==> src/rtl/serial_add_ctrl.sv <==
// Bit-serial adder sequencer: one result bit per cycle from two chained half-adders
// plus a carry flop. Start/busy/done handshake; sum and co hold until the next add.
// Optional macro SERIAL_ADD_SUB_EN adds a 'sub' input selecting a - b (two's complement).
module serial_add_ctrl #(
    parameter int unsigned WIDTH = 8
) (
    input  logic             clk,
    input  logic             reset,
    input  logic             start,
    input  logic [WIDTH-1:0] a,
    input  logic [WIDTH-1:0] b,
`ifdef SERIAL_ADD_SUB_EN
    input  logic             sub,
`endif
    output logic             busy,
    output logic             done,
    output logic [WIDTH-1:0] sum,
    output logic             co
);

    localparam int unsigned CntW = $clog2(WIDTH) + 1;

    typedef enum logic [1:0] {
        StIdle = 2'd0,
        StRun  = 2'd1,
        StDone = 2'd2
    } state_e;

    state_e           state_q;
    logic [WIDTH-1:0] op_a_q;
    logic [WIDTH-1:0] op_b_q;
    logic [WIDTH-1:0] res_q;
    logic             carry_q;
    logic [CntW-1:0]  cnt_q;

    logic             s1;
    logic             c1;
    logic             bit_out;
    logic             c2;
    logic             carry_next;
    logic [WIDTH-1:0] res_next;
    logic [WIDTH-1:0] b_load;
    logic             carry_init;

    // Operand B and carry seed for the accepted start; subtraction is a + ~b + 1.
    always_comb begin
`ifdef SERIAL_ADD_SUB_EN
        b_load     = sub ? ~b : b;
        carry_init = sub;
`else
        b_load     = b;
        carry_init = 1'b0;
`endif
    end

    // Shared single-bit datapath: two half-adders in series and the next result word.
    always_comb begin
        s1         = op_a_q[0] ^ op_b_q[0];
        c1         = op_a_q[0] & op_b_q[0];
        bit_out    = s1 ^ carry_q;
        c2         = s1 & carry_q;
        carry_next = c1 | c2;
        res_next   = {bit_out, res_q[WIDTH-1:1]};
    end

    // Sequencer FSM with registered handshake outputs and result.
    always_ff @(posedge clk) begin
        if (reset) begin
            state_q <= StIdle;
            op_a_q  <= '0;
            op_b_q  <= '0;
            res_q   <= '0;
            carry_q <= 1'b0;
            cnt_q   <= '0;
            busy    <= 1'b0;
            done    <= 1'b0;
            sum     <= '0;
            co      <= 1'b0;
        end else begin
            unique case (state_q)
                StIdle: begin
                    busy <= 1'b0;
                    done <= 1'b0;
                    if (start) begin
                        op_a_q  <= a;
                        op_b_q  <= b_load;
                        carry_q <= carry_init;
                        cnt_q   <= '0;
                        busy    <= 1'b1;
                        state_q <= StRun;
                    end
                end
                StRun: begin
                    carry_q <= carry_next;
                    res_q   <= res_next;
                    op_a_q  <= {1'b0, op_a_q[WIDTH-1:1]};
                    op_b_q  <= {1'b0, op_b_q[WIDTH-1:1]};
                    cnt_q   <= cnt_q + CntW'(1);
                    // Last bit: publish the result as it is shifted in.
                    if (cnt_q == CntW'(WIDTH - 1)) begin
                        sum     <= res_next;
                        co      <= carry_next;
                        busy    <= 1'b0;
                        done    <= 1'b1;
                        state_q <= StDone;
                    end
                end
                StDone: begin
                    busy    <= 1'b0;
                    done    <= 1'b0;
                    state_q <= StIdle;
                end
                default: begin
                    busy    <= 1'b0;
                    done    <= 1'b0;
                    state_q <= StIdle;
                end
            endcase
        end
    end

endmodule
==> config.mk <==
export PLATFORM = sky130hd
export DESIGN_NAME = serial_add_ctrl
export DESIGN_NICKNAME = d
export VERILOG_FILES = /design/src/rtl/serial_add_ctrl.sv
export SDC_FILE = /design/constraint.sdc
export NUM_CORES = 1
export LEC_CHECK = 0
export BUFFER_PORTS_ARGS = -buffer_cell sky130_fd_sc_hd__buf_4
export CORE_MARGIN = 4
export CORE_UTILIZATION = 35
export CTS_BUF_LIST = sky130_fd_sc_hd__clkbuf_4 sky130_fd_sc_hd__clkbuf_8
export CTS_CLUSTER_SIZE = 8
export DETAILED_ROUTE_END_ITERATION = 16
export GPL_TIMING_DRIVEN = 0
export SETUP_SLACK_MARGIN = 0.5
export SLEW_MARGIN = 20
export SYNTH_ARGS = -nofsm -noshare
export SYNTH_HDL_FRONTEND = slang
export SYNTH_SLANG_ARGS = --single-unit
==> constraint.sdc <==
create_clock -name clk -period 1.53 [get_ports clk]
set_input_delay 0.0765 -clock clk [delete_from_list [all_inputs] [get_ports clk]]
set_output_delay 0.0765 -clock clk [all_outputs]
set_load 0.02 [all_outputs]
==> results.ini <==
[sta]
finalHoldViolCount=0
whs_ns=0.0276
fmax_mhz=788
tightest_slew_ns=0.758
setup_violations=0
grt_setup_unrepaired=yes
setup_slack_ns=0.261
finalMaxSlewViolations=0
min_period_over_period_pct=82.9
fin_setup_tns_ns=0
period_minus_slack_ns=1.27
slew_headroom_pct=49.5
fin_skew_ns=0.00666

[floorplanning]
die_area_um2=6160
core.rowCount=25
io_pins=30
die_y_um=78.5
start_util_pct=36.6
dieWidth_um=78.5
core_um2=4750

[drt]
totalWireLength_um=4570
num_vias=1595
drtPass1Iterations=4
wl_per_cell_um=14.4
drtAntennaViolNets=0
drc=0
via_per_inst=5.05
drtIter0Drc=62

[critical_path]
max_stage_delay_ns=0.32
critPathLaunch=state_q[0]
crit_path_max_fanout=10
path_cells=buf_6, o21bai_1, buf_6, a21oi_1, a211oi_1
worstSetupPathType=reg2reg
crit_slowest_cell=dfxtp_2
cp-start-kind=flip-flop
end_kind=flip-flop
reg2reg_from=state_q[0]
arrival_ns=1.47
crit_required_ns=1.73
cp_common_cell=buf_6

[grt]
grt_max_degree=12
grt_pass1_vias=1476
grtUsageTotal_pct=14.4
grt.overflow.total=0
antenna_found_initial=0
grt_pass1_wl_um=6890

[pwr]
p_switching_w=0.000588
power.density_nw_per_um2=871
p_int_w=0.00170
pwr-share-seq_pct=50.1
power_w=0.00229
worst_ir_drop_vdd_uv=404
combPwrFrac_pct=17.9
p_clk_share_pct=32.0
p_leak_nw=1.02
switching_share_pct=25.7

[synthesis]
yosysUniqueCellTypes=31
synth-seq-cells=41
synth_top_family_by_area=compound AO/OA/AOI/OAI gates
ys_seq_area_share_pct=47.2
synth_area_um2=1740
synth_xor_area_share_pct=0
synthMuxAreaShare_pct=0.575
avgSynthCellArea_um2=8.79
yosys_warnings=0
synthAdderAreaFrac_pct=1.87
async_reset_ff_share_pct=0
yosys.area_share.simple_pct=17.9
synth_compound_area_share_pct=26.6
synth_cells=198
synth_edf_count=0
synth_nets=219
synth_ff_type=dfxtp_1

[placed_design]
pre_cts_slack_ns=0.271
dp_hpwl_um=2740
io_buffers=29
post_dp_cell_area_um2=2100
gp_congestion=0.694

[clock_network]
cts.sinks=41
numCtsBuffers=5
htreeDepth=2
path_clk_slew_ns=0.07
clkLatencyLatePin_ns=0.29
ctsRootBufferMaster=clkbuf_8
tritoncts=built
clockBufferDepth=2

[worst_hold_path]
hp-start=b[7]
holdCritPathClass=in2reg

[flow_run]
maxCapViolCount=0

[run_status]
status=finished, final reports clean

[final_layout]
num_antenna_cells=0
syn_to_final_growth_pct=50.8
fin_nets=270
drive_gt1_share_pct=46.2
stdcell_area_um2=2630

[metrics by stage]
step                util, %  cells
finish                 55.2    316
global route           55.2    316
CTS                    50.5    309
detailed placement     44.2    294
global placement       44.2    294
floorplan                 -    198
[path summary, 6_finish.rpt]
kind               endpoint  slack (ns)  cells after the start
hold reg to reg    res_q[1]        0.46                      2
setup / recovery  op_b_q[2]        0.26                      5
hold / removal    op_b_q[7]        0.03                      3
setup reg to reg  op_b_q[2]        0.26                      5
[cell usage after synthesis (2+ instances only)]
master,n,share of area [%]
a211oi_1,5,2.2
a211oi_2,9,6.5
a21oi_1,22,6.3
a21oi_2,9,4.5
a22oi_1,4,1.7
a31oi_1,2,0.72
buf_2,7,2.0
buf_4,4,1.7
clkbuf_1,5,1.1
dfxtp_1,41,47
nand2_1,29,6.3
nand3_1,11,3.2
nor2_1,21,4.5
nor2b_1,2,0.72
nor3_1,4,1.2
o21ai_0,2,0.58
o21ai_1,7,2.0
[cells in the final DEF (no fill, tap or decap), types with 5 or more instances in the layout]
cell      Yosys  final
buf_6         0      6
clkbuf_8      0      8
buf_4         4     36
nor2_1       21     20
a211oi_2      9     11
a21oi_1      22     16
dfxtp_1      41     36
nand3_1      11     10
buf_8         1      7
o21ai_1       7      5
nand2_1      29     27
a21oi_2       9     12
[state kept, by name (all words and copies together), names as in the netlist]
register  count
busy          1
carry_q       1
cnt_q         4
co            1
done          1
op_a_q        8
op_b_q        8
res_q         7
state_q       2
sum           8
[power by group through the flow]
stage / sequential, W / clock [W] / combinational, W
after global routing: 0.00115 / 0.000789 / 0.000441
after global placement: 0.00117 / 0 / 0.000286
after CTS: 0.00114 / 0.000750 / 0.000344
after detailed placement: 0.00117 / 0 / 0.000288
final: 0.00114 / 0.000731 / 0.000410
after floorplan: 0.00116 / 0 / 0.000200
[cells by family after synthesis]
logic type / count (synthesis)
AND/OR/NAND/NOR: 72
AO/OA/AOI/OAI: 64
flip-flops: 41
buffers and inverters: 18
adder cells (fa/ha/maj): 2
multiplexers: 1
[critical path, delay by kind of cell, from the launching register on]
family,cells,cell delay (ns)
DFF,1,0.32
buffers and inverters,2,0.34
AOI/OAI and AO/OA,3,0.51
[per-layer routing]
| layer | track usage, % | share of wire, % | up-vias |
|---|---|---|---|
| li1 | - | - | 796 |
| met1 | 18.6 | 46 | 749 |
| met2 | 22.2 | 47 | 41 |
| met3 | 4.13 | 5.6 | 9 |
| met4 | 6.29 | 2.0 | 0 |
| met5 | 0 | 0 | - |
[layout make-up]
class / count / area (um^2)
tap: 67 / 83.8
timing repair buffer: 44 / 415
multi-input combinational: 139 / 986
fill: 441 / 2130
clock buffer: 7 / 90.1
sequential: 41 / 832
buffer: 18 / 218
[repair_timing]
item | in CTS | in global routing
resized for setup | 33 | 30
buffers inserted | 5 | 4
endpoints found under the hold margin | 1 | 1
pin swaps | 5 | 6
gates cloned | 3 | 2
setup endpoints to repair | 41 | 41
Power figures use the tool's default switching activity.
